--- src/rtl/pin_target.sv ---
`default_nettype none
// ============================================================================
//  Module      : pin_target (with uart_rx, uart_tx)
//  Description : Emulated PIN-check device. Receives a PIN_LEN-byte candidate
//                over UART, compares it against PIN_VALUE with a BYTE_DELAY
//                cycle cost per byte, and answers with a one-byte verdict:
//                0x01 granted, 0x00 denied, 0xEE locked out.
//                Optional macro PIN_TARGET_CONSTANT_TIME_EN removes the early
//                exit so the response latency no longer leaks the prefix.
//  Revision    : 1.0 - initial release
// ============================================================================

// 8N1 UART receiver: two-flop synchronised input, mid-bit sampling,
// one-cycle valid pulse when a frame with a good stop bit completes.
module uart_rx #(
    parameter int CLKS_PER_BIT = 16
) (
    input  logic       clk,
    input  logic       rst,
    input  logic       rx,
    output logic [7:0] data_out,
    output logic       valid
);
    localparam int CNT_W = (CLKS_PER_BIT > 2) ? $clog2(CLKS_PER_BIT) : 1;
    localparam logic [CNT_W-1:0] BIT_LAST  = CNT_W'(CLKS_PER_BIT - 1);
    localparam logic [CNT_W-1:0] HALF_LAST = CNT_W'(CLKS_PER_BIT / 2 - 1);

    typedef enum logic [1:0] {
        RX_IDLE  = 2'd0,
        RX_START = 2'd1,
        RX_DATA  = 2'd2,
        RX_STOP  = 2'd3
    } rx_state_t;

    rx_state_t        state_q, state_d;
    logic [CNT_W-1:0] cnt_q,   cnt_d;
    logic [2:0]       bit_q,   bit_d;
    logic [7:0]       shift_q, shift_d;
    logic [7:0]       data_q,  data_d;
    logic             valid_q, valid_d;
    logic [1:0]       sync_q,  sync_d;
    logic             rx_s;

    assign rx_s     = sync_q[1];
    assign data_out = data_q;
    assign valid    = valid_q;

    // Frame decoder: find start edge, verify start at mid-bit, shift data LSB first
    always_comb begin
        state_d = state_q;
        cnt_d   = cnt_q;
        bit_d   = bit_q;
        shift_d = shift_q;
        data_d  = data_q;
        valid_d = 1'b0;
        sync_d  = {sync_q[0], rx};
        case (state_q)
            RX_IDLE: begin
                if (!rx_s) begin
                    state_d = RX_START;
                    cnt_d   = '0;
                end
            end
            RX_START: begin
                if (cnt_q == HALF_LAST) begin
                    cnt_d   = '0;
                    bit_d   = '0;
                    // A start bit that is high again at mid-bit was a glitch
                    state_d = rx_s ? RX_IDLE : RX_DATA;
                end else begin
                    cnt_d = cnt_q + 1'b1;
                end
            end
            RX_DATA: begin
                if (cnt_q == BIT_LAST) begin
                    cnt_d   = '0;
                    shift_d = {rx_s, shift_q[7:1]};
                    if (bit_q == 3'd7) begin
                        state_d = RX_STOP;
                    end else begin
                        bit_d = bit_q + 1'b1;
                    end
                end else begin
                    cnt_d = cnt_q + 1'b1;
                end
            end
            RX_STOP: begin
                if (cnt_q == BIT_LAST) begin
                    cnt_d   = '0;
                    state_d = RX_IDLE;
                    if (rx_s) begin
                        valid_d = 1'b1;
                        data_d  = shift_q;
                    end
                end else begin
                    cnt_d = cnt_q + 1'b1;
                end
            end
            default: state_d = RX_IDLE;
        endcase
    end

    // Receiver registers
    always_ff @(posedge clk) begin
        if (rst) begin
            state_q <= RX_IDLE;
            cnt_q   <= '0;
            bit_q   <= '0;
            shift_q <= '0;
            data_q  <= '0;
            valid_q <= 1'b0;
            sync_q  <= 2'b11;
        end else begin
            state_q <= state_d;
            cnt_q   <= cnt_d;
            bit_q   <= bit_d;
            shift_q <= shift_d;
            data_q  <= data_d;
            valid_q <= valid_d;
            sync_q  <= sync_d;
        end
    end
endmodule

// 8N1 UART transmitter: rdy high while idle; en with rdy launches one frame.
module uart_tx #(
    parameter int CLKS_PER_BIT = 16
) (
    input  logic       clk,
    input  logic       rst,
    input  logic       en,
    input  logic [7:0] data_in,
    output logic       tx,
    output logic       rdy
);
    localparam int CNT_W = (CLKS_PER_BIT > 2) ? $clog2(CLKS_PER_BIT) : 1;
    localparam logic [CNT_W-1:0] BIT_LAST = CNT_W'(CLKS_PER_BIT - 1);

    typedef enum logic [1:0] {
        TX_IDLE  = 2'd0,
        TX_START = 2'd1,
        TX_DATA  = 2'd2,
        TX_STOP  = 2'd3
    } tx_state_t;

    tx_state_t        state_q, state_d;
    logic [CNT_W-1:0] cnt_q,   cnt_d;
    logic [2:0]       bit_q,   bit_d;
    logic [7:0]       shift_q, shift_d;
    logic             tx_q,    tx_d;

    assign tx  = tx_q;
    assign rdy = (state_q == TX_IDLE);

    // Frame sequencer: the line level for the next bit is registered at each boundary
    always_comb begin
        state_d = state_q;
        cnt_d   = cnt_q;
        bit_d   = bit_q;
        shift_d = shift_q;
        tx_d    = tx_q;
        case (state_q)
            TX_IDLE: begin
                tx_d = 1'b1;
                if (en) begin
                    shift_d = data_in;
                    cnt_d   = '0;
                    tx_d    = 1'b0;
                    state_d = TX_START;
                end
            end
            TX_START: begin
                if (cnt_q == BIT_LAST) begin
                    cnt_d   = '0;
                    bit_d   = '0;
                    tx_d    = shift_q[0];
                    state_d = TX_DATA;
                end else begin
                    cnt_d = cnt_q + 1'b1;
                end
            end
            TX_DATA: begin
                if (cnt_q == BIT_LAST) begin
                    cnt_d = '0;
                    if (bit_q == 3'd7) begin
                        tx_d    = 1'b1;
                        state_d = TX_STOP;
                    end else begin
                        bit_d   = bit_q + 1'b1;
                        shift_d = {1'b0, shift_q[7:1]};
                        tx_d    = shift_q[1];
                    end
                end else begin
                    cnt_d = cnt_q + 1'b1;
                end
            end
            TX_STOP: begin
                if (cnt_q == BIT_LAST) begin
                    cnt_d   = '0;
                    state_d = TX_IDLE;
                end else begin
                    cnt_d = cnt_q + 1'b1;
                end
            end
            default: state_d = TX_IDLE;
        endcase
    end

    // Transmitter registers
    always_ff @(posedge clk) begin
        if (rst) begin
            state_q <= TX_IDLE;
            cnt_q   <= '0;
            bit_q   <= '0;
            shift_q <= '0;
            tx_q    <= 1'b1;
        end else begin
            state_q <= state_d;
            cnt_q   <= cnt_d;
            bit_q   <= bit_d;
            shift_q <= shift_d;
            tx_q    <= tx_d;
        end
    end
endmodule

module pin_target #(
    parameter int                   PIN_LEN      = 16,
    parameter logic [8*PIN_LEN-1:0] PIN_VALUE    = 128'h3031_3233_3435_3637_3839_3031_3233_3435,
    parameter int                   BYTE_DELAY   = 1000,
    parameter int                   MAX_FAIL     = 3,
    parameter int                   CLKS_PER_BIT = 16
) (
    input  logic CLK,
    input  logic RESET,
    input  logic RX,
    output logic TX,
    output logic GRANTED,
    output logic LOCKED
);
    localparam int IDX_W  = (PIN_LEN > 1)    ? $clog2(PIN_LEN)    : 1;
    localparam int DLY_W  = (BYTE_DELAY > 1) ? $clog2(BYTE_DELAY) : 1;
    localparam int FAIL_W = $clog2(MAX_FAIL + 1);

    localparam logic [IDX_W-1:0]  IDX_LAST = IDX_W'(PIN_LEN - 1);
    localparam logic [DLY_W-1:0]  DLY_LAST = DLY_W'(BYTE_DELAY - 1);
    localparam logic [FAIL_W-1:0] FAIL_MAX = FAIL_W'(MAX_FAIL);

    localparam logic [7:0] VERDICT_DENY   = 8'h00;
    localparam logic [7:0] VERDICT_GRANT  = 8'h01;
    localparam logic [7:0] VERDICT_LOCKED = 8'hEE;

    typedef enum logic [1:0] {
        ST_RECV    = 2'd0,
        ST_COMPARE = 2'd1,
        ST_RESPOND = 2'd2
    } pin_state_t;

    pin_state_t           state_q,   state_d;
    logic [IDX_W-1:0]     idx_q,     idx_d;
    logic [DLY_W-1:0]     dly_q,     dly_d;
    logic [FAIL_W-1:0]    fail_cnt_q, fail_cnt_d;
    logic [8*PIN_LEN-1:0] cand_q,    cand_d;
    logic [7:0]           verdict_q, verdict_d;
    logic                 granted_q, granted_d;
    logic                 locked_q,  locked_d;
`ifdef PIN_TARGET_CONSTANT_TIME_EN
    logic                 mism_q,    mism_d;
`endif

    logic                 uart_rst;
    logic [7:0]           rx_data;
    logic                 rx_valid;
    logic                 tx_rdy;
    logic                 tx_en;
    logic [7:0]           tx_data;
    logic [7:0]           cand_byte;
    logic [7:0]           secret_byte;
    logic                 byte_mismatch;
    logic [FAIL_W-1:0]    fail_next;

    assign uart_rst = ~RESET;
    assign GRANTED  = granted_q;
    assign LOCKED   = locked_q;

    // The response byte leaves in the first RESPOND cycle the transmitter can take it
    assign tx_en   = (state_q == ST_RESPOND) && tx_rdy;
    assign tx_data = verdict_q;

    uart_rx #(
        .CLKS_PER_BIT (CLKS_PER_BIT)
    ) u_rx (
        .clk      (CLK),
        .rst      (uart_rst),
        .rx       (RX),
        .data_out (rx_data),
        .valid    (rx_valid)
    );

    uart_tx #(
        .CLKS_PER_BIT (CLKS_PER_BIT)
    ) u_tx (
        .clk     (CLK),
        .rst     (uart_rst),
        .en      (tx_en),
        .data_in (tx_data),
        .tx      (TX),
        .rdy     (tx_rdy)
    );

    // Byte idx of the candidate and of the secret; byte 0 sits in the top bits
    always_comb begin
        cand_byte     = cand_q[8*(PIN_LEN-1-int'(idx_q)) +: 8];
        secret_byte   = PIN_VALUE[8*(PIN_LEN-1-int'(idx_q)) +: 8];
        byte_mismatch = (cand_byte != secret_byte);
        fail_next     = (fail_cnt_q == FAIL_MAX) ? fail_cnt_q : fail_cnt_q + 1'b1;
    end

    // Receive / compare / respond sequencing
    always_comb begin
        state_d    = state_q;
        idx_d      = idx_q;
        dly_d      = dly_q;
        fail_cnt_d = fail_cnt_q;
        cand_d     = cand_q;
        verdict_d  = verdict_q;
        granted_d  = granted_q;
        locked_d   = locked_q;
`ifdef PIN_TARGET_CONSTANT_TIME_EN
        mism_d     = mism_q;
`endif
        case (state_q)
            ST_RECV: begin
                if (rx_valid) begin
                    cand_d[8*(PIN_LEN-1-int'(idx_q)) +: 8] = rx_data;
                    if (idx_q == IDX_LAST) begin
                        idx_d = '0;
                        dly_d = '0;
`ifdef PIN_TARGET_CONSTANT_TIME_EN
                        mism_d = 1'b0;
`endif
                        if (locked_q) begin
                            verdict_d = VERDICT_LOCKED;
                            state_d   = ST_RESPOND;
                        end else begin
                            state_d   = ST_COMPARE;
                        end
                    end else begin
                        idx_d = idx_q + 1'b1;
                    end
                end
            end
            ST_COMPARE: begin
                if (dly_q == DLY_LAST) begin
                    dly_d = '0;
`ifdef PIN_TARGET_CONSTANT_TIME_EN
                    // Walk every byte; the verdict only depends on the accumulated flag
                    if (idx_q == IDX_LAST) begin
                        verdict_d = (mism_q | byte_mismatch) ? VERDICT_DENY : VERDICT_GRANT;
                        idx_d     = '0;
                        state_d   = ST_RESPOND;
                    end else begin
                        mism_d = mism_q | byte_mismatch;
                        idx_d  = idx_q + 1'b1;
                    end
`else
                    // Early exit on the first differing byte: latency reveals the prefix
                    if (byte_mismatch) begin
                        verdict_d = VERDICT_DENY;
                        idx_d     = '0;
                        state_d   = ST_RESPOND;
                    end else if (idx_q == IDX_LAST) begin
                        verdict_d = VERDICT_GRANT;
                        idx_d     = '0;
                        state_d   = ST_RESPOND;
                    end else begin
                        idx_d = idx_q + 1'b1;
                    end
`endif
                end else begin
                    dly_d = dly_q + 1'b1;
                end
            end
            ST_RESPOND: begin
                if (tx_rdy) begin
                    if (verdict_q == VERDICT_GRANT) begin
                        granted_d = 1'b1;
                    end
                    if (verdict_q == VERDICT_DENY) begin
                        fail_cnt_d = fail_next;
                        if (fail_next == FAIL_MAX) begin
                            locked_d = 1'b1;
                        end
                    end
                    idx_d   = '0;
                    state_d = ST_RECV;
                end
            end
            default: state_d = ST_RECV;
        endcase
    end

    // Control registers with synchronous active-low reset
    always_ff @(posedge CLK) begin
        if (!RESET) begin
            state_q    <= ST_RECV;
            idx_q      <= '0;
            dly_q      <= '0;
            fail_cnt_q <= '0;
            cand_q     <= '0;
            verdict_q  <= '0;
            granted_q  <= 1'b0;
            locked_q   <= 1'b0;
`ifdef PIN_TARGET_CONSTANT_TIME_EN
            mism_q     <= 1'b0;
`endif
        end else begin
            state_q    <= state_d;
            idx_q      <= idx_d;
            dly_q      <= dly_d;
            fail_cnt_q <= fail_cnt_d;
            cand_q     <= cand_d;
            verdict_q  <= verdict_d;
            granted_q  <= granted_d;
            locked_q   <= locked_d;
`ifdef PIN_TARGET_CONSTANT_TIME_EN
            mism_q     <= mism_d;
`endif
        end
    end
endmodule
`default_nettype wire

--- config.mk ---
export PLATFORM = sky130hd
export DESIGN_NAME = pin_target
export DESIGN_NICKNAME = d
export VERILOG_FILES = /design/src/rtl/pin_target.sv
export SDC_FILE = /design/constraint.sdc
export NUM_CORES = 1
export LEC_CHECK = 0
export ABC_CLOCK_PERIOD_IN_PS = 4800
export BUFFER_PORTS_ARGS = -buffer_cell sky130_fd_sc_hd__clkbuf_2
export CORE_MARGIN = 4
export CORE_UTILIZATION = 45
export DETAILED_ROUTE_END_ITERATION = 12
export GPL_ROUTABILITY_DRIVEN = 0
export PLACE_DENSITY = 0.68
export SLEW_MARGIN = 20
export SYNTH_ARGS = -nofsm -noshare
export SYNTH_HDL_FRONTEND = slang
export SYNTH_HIERARCHICAL = 1
export SYNTH_SLANG_ARGS = --single-unit
--- constraint.sdc ---
create_clock -name CLK -period 4.8 [get_ports CLK]
set_clock_uncertainty 0.1 [all_clocks]
set_input_delay 0.24 -clock CLK [delete_from_list [all_inputs] [get_ports CLK]]
set_output_delay 0.24 -clock CLK [all_outputs]
set_load 0.02 [all_outputs]
# Yosys cells after proc, flatten, opt, wreduce, memory -nomap -nowiden
# Cells that the tools add are included.
# Widths: inputs -> output; s select.
# op_classes
n_addsub	9
n_reduce_logical	30
muxes	65
shift	4
eq_ne	37
# ops
op	count
$bwmux 128	1
$shift 8x33->128 const A	1
$shiftx 128x8->8	1
$shiftx 128x8->8 const A	1
$shiftx 8x33->128	1
$mux 8	9
$mux 4	10
$mux 2	19
$neg 8->33	1
$pmux 8 s2	2
$mux 10	3
$pmux 4 s3	2
$ne 2x1->1 const B	10
$pmux 10 s2	1
$reduce_and 4->1	5
$mux 3	6
$reduce_and 3->1	6
$pmux 2 s4	2
$reduce_and 5->1	3
$eq 2x2->1 const B	7
$ne 2x2->1 const B	7
$add 4x1->4 const B	3
$eq 4x4->1 const B	3
$pmux 3 s2	2
24 further kinds	39
# word_totals
wordCells	165
inputBits	3
reg_bits	202

# Logic depth before layout (Yosys ltp)
# Gate-level depths: netlist of the first run.
# logic_depth
word_depth	6
depth_mapped	12

# By module
# Netlist of the first run, hierarchy kept.
# modules_own_cells
mod	instances	area_per_inst_um2	seq_area_each_um2	cells_per_inst
pin_target	1	6741.5	3002.9	872
uart_rx	1	1228.7	560.5	132
uart_tx	1	1006.0	360.3	106

# Worst setup path after synthesis of the first run
# Ideal clock, no wire load.
# synth_path
path_kind	register -> register
from	register idx_q[1]
to	register cand_q[68]
period_less_slack_ps	2534
arrival_ps	2302
required_time_ps	4568
setup_time_ps	132
setup_slack_ps	2266
path_stages_with_launch	13
cell_sequence	dfxtp_1 buf_6 buf_6 and3_1 ha_1 clkbuf_1 nand3_1 nor2_1 inv_1 or2_2 clkbuf_1 nand2_1 a21oi_1
# synth_via
elab_chain_cells	4
elab_cells_between_ends	5
classes_between	add/sub (2); shift (2); mux (1)
# synth_rtl
item	line_no	source
from (decl)	260	logic [IDX_W-1:0] idx_q, idx_d;
from (signal assigned)	419	idx_q <= idx_d;
$sub 4x4->5 (*)	335	cand_d[8*(PIN_LEN-1-int'(idx_q)) +: 8] = rx_data;
$neg 8->33 (*)	335	
$shiftx 8x33->128 or $shift 8x33->128 (tied branches)	335	
$bwmux 128 (*)	335	
to (signal assigned)	422	cand_q <= cand_d;
to (decl)	263	logic [8*PIN_LEN-1:0] cand_q, cand_d;
# Mark *: on every way between the ends. The rest lies on a longest branch, timed or not.
# A chain may end at the register's enable or synchronous reset.

# Final worst setup path of the first run
# layout_path
from	register idx_q[1]
to	register cand_q[34]
# The elaborated chain is that of the path after synthesis.

==> reports/qor.yml, run 1 <==
outcome:
  status: "completed"
clock_network:
  root_buffer: "clkbuf_16"
  clock_path_buffers: 2
  clock_latency_ns: 0.44
  cts_tree: "built"
  cts_resized: 0
  post_cts_buffers: 0
  postCtsHoldBufs: 1
  clk_pin_slew_ns: 0.07
  cts.sinks: 196
  cts_made_buffers: 17
  htreeDepth: 4
global_routing:
  grt_use_total_pct: 19.5
  antenna_found_initial: 0
  grt_start_max_net_pins: 92
  grt_pass1_wl_um: 35200
  grt_pass1_vias: 6782
  overflow: 0
sta:
  grt_setup_unrepaired: "no"
  tns_ns: 0
  timing.fmax_mhz: 282
  fin_ws_ns: 1.25
  whs_ns: 0.138
  period_minus_slack_ns: 3.55
  finalHoldViolCount: 0
  report.final.slew_viol_count: 0
  tightest_slew_ns: 0.936
  setup_violations: 0
  fin_crit_sh_pct: 73.9
  slew_headroom_pct: 37.6
routing:
  wl_um: 21200
  wire_per_inst_um: 15.8
  postRouteAntennaNets: 0
  viasPerCell: 5.53
  num_vias: 7441
  route.detailed.drc: 0
  drtPass1Iterations: 5
  drtIter0Drc: 685
floorplan:
  die_area_um2: 22300
  core-area_um2: 19500
  rows: 51
  fp.dieH_um: 149
  io-pin-count: 6
  start_util_pct: 46.0
  die_x_um: 149
synthesis:
  seq_area_frac_synth_pct: 43.7
  yosysMostFrequentCell: "nor2_1"
  synthTopCellsByCount: "nor2_1 (203), dfxtp_1 (196), a21oi_1 (153)"
  syn_inst: 1110
  synth_area_leader_cell: "dfxtp_1"
  synth-seq-cells: 196
  synthSimpleGateAreaFrac_pct: 26.8
  synth_area_leaders: "dfxtp_1 (44%), a21oi_1 (8.5%), nor2_1 (8.5%)"
  synth.area.mux_share_pct: 5.44
  synthXorXnorAreaFrac_pct: 0.976
  synth_nets: 1135
  synth.cell_area_um2: 8980
  synth_cell_types: 77
  ys_async_sr_fraction_pct: 0
  synth-edff-count: 0
  synth_top_area_share_pct: 43.7
  synth_ff_type: "dfxtp_1"
  avgSynthCellArea_um2: 8.09
  synthAdderAreaFrac_pct: 3.07
  ys_warn_count: 6
  synth_compound_area_share_pct: 15.4
  synth_top_family_by_area: "simple AND/OR/NAND/NOR gates"
critical_path:
  cp.arrival_ns: 3.81
  r2r_end: "cand_q[34]$_SDFFE_PN0P_"
  cpPeakStageDelay_ns: 0.92
  cp-start-kind: "flip-flop"
  cp_slowest_cell: "dfxtp_1"
  r2r_cells: 7
  cp-end-kind: "flip-flop"
  endpoint: "cand_q[34]$_SDFFE_PN0P_"
  crit_path_start: "idx_q[1]$_SDFFE_PN0P_"
  path_cells: "inv_1 > ha_1 > nor2b_1 > o211ai_2 > nor3_2 > nand3_1 > a21oi_1"
  critPathKind: "flip-flop to flip-flop"
  reg2reg_from: "idx_q[1]$_SDFFE_PN0P_"
  r2r_slack_ns: 1.25
  crit_required_ns: 5.07
  cp_max_fo: 24
final_layout:
  final_cells: 1346
  drive_gt1_share_pct: 7.03
  diodes: 0
  final_area_um2: 9710
  fin_util_pct: 49.7
  area_growth_syn_to_layout_pct: 8.14
  nets: 1093
worst_hold_path:
  hp-class: "primary input to flip-flop"
  min-delay-start: "RESET"
placed_design:
  portBuffers: 5
  dpl_cell_area_um2: 9060
  dp_cells: 1313
  hpwlAfterDp_um: 13600
  place_ws_ns: 1.34
pwr:
  peakVddDrop_mv: 0.257
  power.total_mw: 3.47
  p_leak_nw: 3.16
  powerDensity_nw_per_um2: 358
flow_run:
  maxCapViolations: 0
[sequential cells by signal (all words and copies together), names as in the netlist, 3 cells and up, named ones only]
register and count:
u_tx/shift_q 8, u_rx/shift_q 8, u_tx/cnt_q 4, u_rx/cnt_q 4, dly_q 10, u_tx/bit_q 3, u_rx/data_out 8, cand_q 128
u_rx/bit_q 3, idx_q 4
[worst max-delay path, delay by kind of cell (launching register included)]
| family | cells | cell delay, ns |
|---|---|---|
| compound gates | 2 | 0.45 |
| buf+inv | 1 | 0.33 |
| flops | 1 | 0.92 |
| fa+ha+maj | 1 | 0.47 |
| simple gates | 3 | 1.20 |
[report_power, final]
part	switching, mW	leakage (nW)	internal, mW	total [mW]
Clock	0.652	0.308	0.894	1.55
Combinational	0.141	1.28	0.0922	0.233
Sequential	0.0271	1.58	1.67	1.69
Total	0.820	3.16	2.65	3.47
[cell families (layout without fill, tap and decap cells)]
logic type      Yosys count  count (layout)
compound gates          228             228
xor+xnor                 10              10
fa+ha+maj                22              22
buf+inv                  94              65
flops                   196             196
mux                      45              45
other cells               1               1
simple gates            514             514
[cells in the final DEF (no fill, tap or decap), types with 4 or more instances in the layout]
master,Yosys,routed
a211oi_1,6,6
a21oi_1,153,153
a31oi_1,5,5
and3_1,4,4
buf_4,2,9
bufinv_16,0,4
clkbuf_16,0,17
clkbuf_2,0,5
dfxtp_1,196,196
ha_1,22,22
inv_1,16,16
inv_6,0,5
mux2i_1,42,42
nand2_1,133,133
nand2b_1,15,15
nand3_1,54,54
nand3b_1,5,5
nand4_1,36,36
nor2_1,203,203
nor2b_1,9,9
nor3_1,12,12
nor4_1,5,5
nor4b_1,7,7
o2111ai_1,6,6
o21ai_0,14,14
o221ai_1,4,4
o22ai_1,4,4
xnor2_1,4,4
xor2_1,6,6
[metal layers]
metal	wire length [um]	GRT usage (%)	vias up
li1	-	-	3772
met2	9530	30.0	163
met3	925	3.31	32
met5	0	0	-
met1	10400	27.6	3474
met4	416	7.19	0
[worst min-delay path by stage]
| stage | slack, ns | to | cells after the start |
|---|---|---|---|
| after global routing | 0.15 | tx_data[0]$_SDFFE_PN0P_ | 3 |
| after global placement | 0.29 | u_rx/sync_q[1]$_SDFF_PP1_ | 1 |
| final | 0.14 | tx_data[6]$_SDFFE_PN0P_ | 3 |
| after CTS | 0.11 | tx_data[6]$_SDFFE_PN0P_ | 3 |
| after detailed placement | 0.29 | u_rx/sync_q[1]$_SDFF_PP1_ | 1 |
| after floorplan | 0.24 | u_rx/sync_q[0]$_SDFF_PP1_ | 1 |
[final cells by class]
| cell class | instances | area [um^2] |
|---|---|---|
| Fill cell | 1905 | 9820 |
| Multi-Input combinational cell | 820 | 4640 |
| Sequential cell | 196 | 3920 |
| Clock buffer | 18 | 439 |
| Tap cell | 265 | 332 |
| Clock inverter | 14 | 198 |
| Timing Repair Buffer | 15 | 103 |
| Inverter | 18 | 70.1 |
Note: power is estimated with default switching activity, not from simulation.
==> run 2: changes to the inputs <==
--- a/config.mk
+++ b/config.mk
@@ -5,13 +5,13 @@
 export SDC_FILE = /design/constraint.sdc
 export NUM_CORES = 1
 export LEC_CHECK = 0
-export ABC_CLOCK_PERIOD_IN_PS = 4800
+export ABC_CLOCK_PERIOD_IN_PS = 3100
 export BUFFER_PORTS_ARGS = -buffer_cell sky130_fd_sc_hd__clkbuf_2
 export CORE_MARGIN = 4
 export CORE_UTILIZATION = 45
 export DETAILED_ROUTE_END_ITERATION = 12
 export GPL_ROUTABILITY_DRIVEN = 0
-export PLACE_DENSITY = 0.68
+export PLACE_DENSITY = 0.7
 export SLEW_MARGIN = 20
 export SYNTH_ARGS = -nofsm -noshare
 export SYNTH_HDL_FRONTEND = slang
==> constraint.sdc (replaced) <==
create_clock -name CLK -period 3.1 [get_ports CLK]
set_clock_uncertainty 0.1 [all_clocks]
set_input_delay 0.155 -clock CLK [delete_from_list [all_inputs] [get_ports CLK]]
set_output_delay 0.155 -clock CLK [all_outputs]
set_load 0.02 [all_outputs]
==> reports/qor.yml, run 2 (synthesized netlist as in run 1, its figures left out) <==
critical_path:
  critPathKind: "flip-flop to flip-flop"
  cp-start-kind: "flip-flop"
  crit_required_ns: 3.37  # -1.70 ns
  cp_max_fo: 13  # -46%
  reg2reg_from: "idx_q[2]$_SDFFE_PN0P_"
  cp-end-kind: "flip-flop"
  r2r_cells: 8  # +1
  crit_path_start: "idx_q[2]$_SDFFE_PN0P_"
  endpoint: "cand_q[71]$_SDFFE_PN0P_"
  r2r_end: "cand_q[71]$_SDFFE_PN0P_"
  r2r_slack_ns: 0.35  # -0.90 ns
  cp.arrival_ns: 3.02  # -0.79 ns
clock_network:
  post_cts_buffers: 0  # unchanged
  cts_made_buffers: 17  # unchanged
  cts_tree: "built"
  clock_path_buffers: 2  # unchanged
  clk_pin_slew_ns: 0.07  # about the same
  cts.sinks: 196  # unchanged
  htreeDepth: 4  # unchanged
  root_buffer: "clkbuf_16"
  cts_resized: 0  # unchanged
  clock_latency_ns: 0.44  # about the same
pwr:
  power.total_mw: 5.17  # +49%
  seqPwrFrac_pct: 50.8  # +2.0 points
  pwr-share-comb_pct: 7.3  # +0.6 points
  power.switching_mw: 1.20  # +47%
  p_leak_nw: 3.17  # +0.27%
  clock_power_share_pct: 41.9  # -2.6 points
  cell_internal_pwr_mw: 3.96  # +49%
  switching_share_pct: 23.3  # -0.33 points
  powerDensity_nw_per_um2: 531  # +48%
  peakVddDrop_mv: 0.370  # +44%
flow_run:
  maxCapViolations: 0  # unchanged
sta:
  period_minus_slack_ns: 2.75  # -0.796 ns
  tightest_slew_ns: 0.833  # -0.102 ns
  tns_ns: 0  # unchanged
  fin_crit_sh_pct: 88.7  # +15 points
  grt_setup_unrepaired: "no"
  report.final.slew_viol_count: 0  # unchanged
  setup_violations: 0  # unchanged
  slew_headroom_pct: 44.4  # +6.7 points
  timing.fmax_mhz: 364  # +29%
  finalHoldViolCount: 0  # unchanged
floorplan:
  start_util_pct: 46.0  # unchanged
  die_x_um: 149  # unchanged
  io-pin-count: 6  # unchanged
  die_area_um2: 22300  # unchanged
  rows: 51  # unchanged
  core-area_um2: 19500  # unchanged
  fp.dieH_um: 149  # unchanged
final_layout:
  top_register: "cand_q"
  diodes: 0  # unchanged
  fill_cells: 1897  # -0.42%
  fin_util_pct: 49.8  # +0.13 points
  top_regs: "cand_q: 128 flops, dly_q: 10 flops"
  final_cells: 1353  # +0.52%
  drive_gt1_share_pct: 7.17  # +0.14 points
  nets: 1100  # +0.64%
  final_area_um2: 9730  # +0.27%
  area_growth_syn_to_layout_pct: 8.43
  mostFrequentLayoutCells: "nor2_1 (203), dfxtp_1 (196), a21oi_1 (153)"
  final_common_cell: "nor2_1"
  largest_reg_flops: 128  # unchanged
outcome:
  status: "completed"
routing:
  postRouteAntennaNets: 0  # unchanged
  met2RoutedLength_um: 9350  # -1.9%
  wl_met1_um: 10000  # -3.6%
  viasPerCell: 5.59  # +1.1%
  drtPass1Iterations: 5  # unchanged
  num_vias: 7561  # +1.6%
  dr.max_layer_used: "met4"
  wl_um: 20900  # -1.4%
  wire_per_inst_um: 15.5  # -2.0%
  drtIter0Drc: 646  # -5.7%
  route.detailed.drc: 0  # unchanged
  wl_met3_um: 1030  # +11%
global_routing:
  antenna_found_initial: 0  # unchanged
  grt_start_max_net_pins: 91  # -1.1%
  overflow: 0  # unchanged
  grt_pass1_vias: 6977  # +2.9%
  grt_use_total_pct: 19.3  # -0.23 points
  grt_pass1_wl_um: 35000  # -0.57%
placed_design:
  portBuffers: 5  # unchanged
  hpwlAfterDp_um: 13800  # +1.7%
  dp_cells: 1320  # +0.53%
  dpl_cell_area_um2: 9150  # +0.99%
worst_hold_path:
  hp-class: "primary input to flip-flop"
[run 2: changes by cell type in the layout (fill, tap and decap cells not counted)]
cell        before  now
clkbuf_1         0    5
clkbuf_8         1    2
buf_12           0    3
clkinvlp_4       2    3
bufinv_16        4    2
buf_4            9   13
inv_6            5    0
[run 2: through the flow]
step / worst slack, ns / hold WS (ns)
finish: 0.350 / 0.0468
floorplan: 0.566 / 0.159
global placement: 0.443 / 0.239
global route: 0.0484 / 0.0773
CTS: 0.390 / 0.0277
detailed placement: 0.410 / 0.242
[run 2: timing repair]
action | 4_1_cts | 5_1_grt
hold buffers | 1 | 0
hold endpoints to repair | 1 | 0
endpoints found under the setup margin | 0 | 0
[run 2: worst min-delay path by stage]
stage	endpoint	cells after the start	from	slack, ns
after floorplan	u_rx/sync_q[0]$_SDFF_PP1_	1	RX	0.16
after detailed placement	u_rx/sync_q[0]$_SDFF_PP1_	2	RX	0.24
after global routing	fail_cnt_q[0]$_SDFFE_PN0P_	3	RESET	0.08
after CTS	fail_cnt_q[0]$_SDFFE_PN0P_	3	RESET	0.03
final	fail_cnt_q[0]$_SDFFE_PN0P_	3	RESET	0.05
after global placement	u_rx/sync_q[0]$_SDFF_PP1_	2	RX	0.24
[run 2: area by class of cell]
type / instances / area (um^2) / share of cell area, %
clock buffer: 24 / 472 / 4.85
clock inverter: 8 / 101 / 1.04
inverter: 18 / 70.1 / 0.720
multi-input combinational: 820 / 4640 / 47.7
sequential: 196 / 3920 / 40.3
tap: 265 / 332 / 3.41
timing repair buffer: 22 / 193 / 1.98
[run 2: power groups by stage]
stage | Combinational, mW | Clock (mW) | Sequential [mW]
2_1_floorplan | 0.327 | 0 | 2.67
5_1_grt | 0.431 | 2.30 | 2.63
3_3_place_gp | 0.370 | 0 | 2.68
6_report | 0.375 | 2.17 | 2.63
4_1_cts | 0.380 | 2.20 | 2.63
3_5_place_dp | 0.377 | 0 | 2.68
[run 2: layer usage]
metal,vias to the layer above,global-route usage [%]
li1,3793,-
met1,3558,26.5
met2,163,29.6
met3,47,4.22
met4,0,7.78
met5,-,0
[run 2: worst max-delay path, cell delays in order, from the launching register on]
cell,delay (ns)
dfxtp_1,0.45
and3_1,0.27
ha_1,0.48
nand3_1,0.20
nor2_1,0.36
inv_1,0.10
nor2_1,0.42
nand3_1,0.14
a21oi_1,0.17
==> run 3: changes to the inputs <==
--- a/config.mk
+++ b/config.mk
@@ -8,10 +8,11 @@
 export ABC_CLOCK_PERIOD_IN_PS = 3100
 export BUFFER_PORTS_ARGS = -buffer_cell sky130_fd_sc_hd__clkbuf_2
 export CORE_MARGIN = 4
-export CORE_UTILIZATION = 45
+export CORE_UTILIZATION = 30
+export CTS_BUF_LIST = sky130_fd_sc_hd__clkbuf_4
 export DETAILED_ROUTE_END_ITERATION = 12
 export GPL_ROUTABILITY_DRIVEN = 0
-export PLACE_DENSITY = 0.7
+export PLACE_DENSITY = 0.53
 export SLEW_MARGIN = 20
 export SYNTH_ARGS = -nofsm -noshare
 export SYNTH_HDL_FRONTEND = slang
==> reports/qor.yml, run 3 (synthesized netlist as in run 1, its figures left out) <==
outcome:
  status: "completed"
clock_network:
  post_cts_buffers: 0  # unchanged
  root_buffer: "clkbuf_4"
  htreeDepth: 4  # unchanged
  clock_latency_ns: 0.60  # +0.16 ns
  postCtsHoldBufs: 2  # +1
  cts_tree: "built"
  cts.sinks: 196  # unchanged
  clock_path_buffers: 2  # unchanged
  cts_resized: 0  # unchanged
  cts_made_buffers: 17  # unchanged
  clk_pin_slew_ns: 0.17  # +0.10 ns
floorplan:
  io-pin-count: 6  # unchanged
  rows: 63  # +24%
  fp.dieH_um: 181  # +21%
  core-area_um2: 29600  # +51%
  die_x_um: 181  # +21%
  start_util_pct: 30.4  # -16 points
  die_area_um2: 32800  # +47%
final_layout:
  final_cells: 1487  # +9.9%
  top_regs: "cand_q: 128 flops, dly_q: 10 flops"
  largest_reg_flops: 128  # unchanged
  final_common_cell: "nor2_1"
  top_register: "cand_q"
  drive_gt1_share_pct: 8.21  # +1.0 points
  area_growth_syn_to_layout_pct: 7.89
  nets: 1108  # +0.73%
  mostFrequentLayoutCells: "nor2_1 (203), dfxtp_1 (196), a21oi_1 (153)"
critical_path:
  cp.arrival_ns: 3.08  # +0.06 ns
  cp-start-kind: "flip-flop"
  crit_path_start: "idx_q[1]$_SDFFE_PN0P_"
  critPathKind: "flip-flop to flip-flop"
  reg2reg_from: "idx_q[1]$_SDFFE_PN0P_"
  cp_max_fo: 8  # -5
  cp-end-kind: "flip-flop"
  r2r_cells: 7  # -1
  crit_required_ns: 3.52  # +0.15 ns
sta:
  tightest_slew_ns: 0.816  # -0.0177 ns
  period_minus_slack_ns: 2.66  # -0.0912 ns
  grt_setup_unrepaired: "no"
  timing.fmax_mhz: 376  # +3.4%
  finalHoldViolCount: 0  # unchanged
  report.final.slew_viol_count: 0  # unchanged
  slew_headroom_pct: 45.5  # +1.2 points
  setup_violations: 0  # unchanged
  fin_ws_ns: 0.442  # +0.0912 ns
  fin_crit_sh_pct: 85.8  # -2.9 points
  tns_ns: 0  # unchanged
routing:
  wire_per_inst_um: 15.2  # -1.6%
  drtPass1Iterations: 5  # unchanged
  wl_um: 22600  # +8.1%
  route.detailed.drc: 0  # unchanged
  num_vias: 7489  # -0.95%
  drtIter0Drc: 543  # -16%
  viasPerCell: 5.04  # -9.9%
  postRouteAntennaNets: 0  # unchanged
pwr:
  powerDensity_nw_per_um2: 464  # -13%
  p_leak_nw: 3.11  # -2.1%
  peakVddDrop_mv: 0.210  # -43%
  power.total_mw: 4.50  # -13%
placed_design:
  portBuffers: 5  # unchanged
  dp_cells: 1452  # +10%
  place_ws_ns: 0.478  # +0.0680 ns
  hpwlAfterDp_um: 15300  # +11%
global_routing:
  grt_use_total_pct: 13.7  # -5.6 points
  grt_pass1_wl_um: 36900  # +5.5%
  overflow: 0  # unchanged
  grt_use_met1_pct: 19.7  # -6.8 points
  use_met2_pct: 20.9  # -8.7 points
  grt-busiest-layer: "met2"
  grt_pass1_vias: 6794  # -2.6%
  met3_usage_pct: 2.21  # -2.0 points
  antenna_found_initial: 1  # +1
  grt_start_max_net_pins: 66  # -27%
flow_run:
  maxCapViolations: 0  # unchanged
worst_hold_path:
  min-delay-start: "RX"
  hold_path_depth: 3  # unchanged
  hp-class: "primary input to flip-flop"
[run 3: cell types whose count changed in the layout (fill, tap and decap cells not counted), moves of 2 or more]
cell / change
clkbuf_16: -17
clkbuf_4: +17
buf_4: +8
inv_6: +6
clkbuf_1: -5
inv_8: +5
clkbuf_8: -2
clkinv_2: -2
clkinvlp_4: -2
[run 3: path summary, 6_finish.rpt]
kind / slack [ns] / to
max reg2reg: 0.44 / cand_q[36]$_SDFFE_PN0P_
min reg2reg: 0.33 / u_rx/sync_q[1]$_SDFF_PP1_
min: 0.16 / u_rx/sync_q[0]$_SDFF_PP1_
max: 0.44 / cand_q[36]$_SDFFE_PN0P_
[run 3: routing by layer]
layer / wire length, um / vias up
li1: - / 3807
met1: 11300 / 3541
met2: 10300 / 119
met3: 674 / 22
met4: 337 / 0
met5: 0 / -
[run 3: through the flow]
stage	util (%)	cell area [um^2]	hold WS (ns)
3_5_place_dp	31.6	9350	0.239
5_1_grt	32.8	9680	0.120
4_1_cts	32.8	9680	0.0997
2_1_floorplan	-	8980	0.159
3_3_place_gp	31.6	9350	0.243
6_report	32.8	9680	0.159
[run 3: layout make-up]
type                    instances  area, um^2
repair buffers                 30         243
inverters                      18        72.6
clock inverters                15         185
flip-flops and latches        196        3920
fillers                      3096       19900
diodes                          1        2.50
clock buffers                  17         128
multi-input cells             820        4640
well taps                     390         488
[run 3: power by group]
| group | internal (mW) | total, mW | leakage (nW) | switching [mW] |
|---|---|---|---|---|
| Combinational | 0.147 | 0.373 | 1.36 | 0.227 |
| Clock | 0.522 | 1.50 | 0.168 | 0.974 |
| Sequential | 2.58 | 2.63 | 1.58 | 0.0434 |
[run 3: critical path: stages (launching register included)]
cell      delay, ns
dfxtp_1        0.45
inv_1          0.20
ha_1           0.43
nor2b_1        0.25
o211ai_2       0.22
nor3_2         0.61
nand3_1        0.15
a21oi_1        0.19
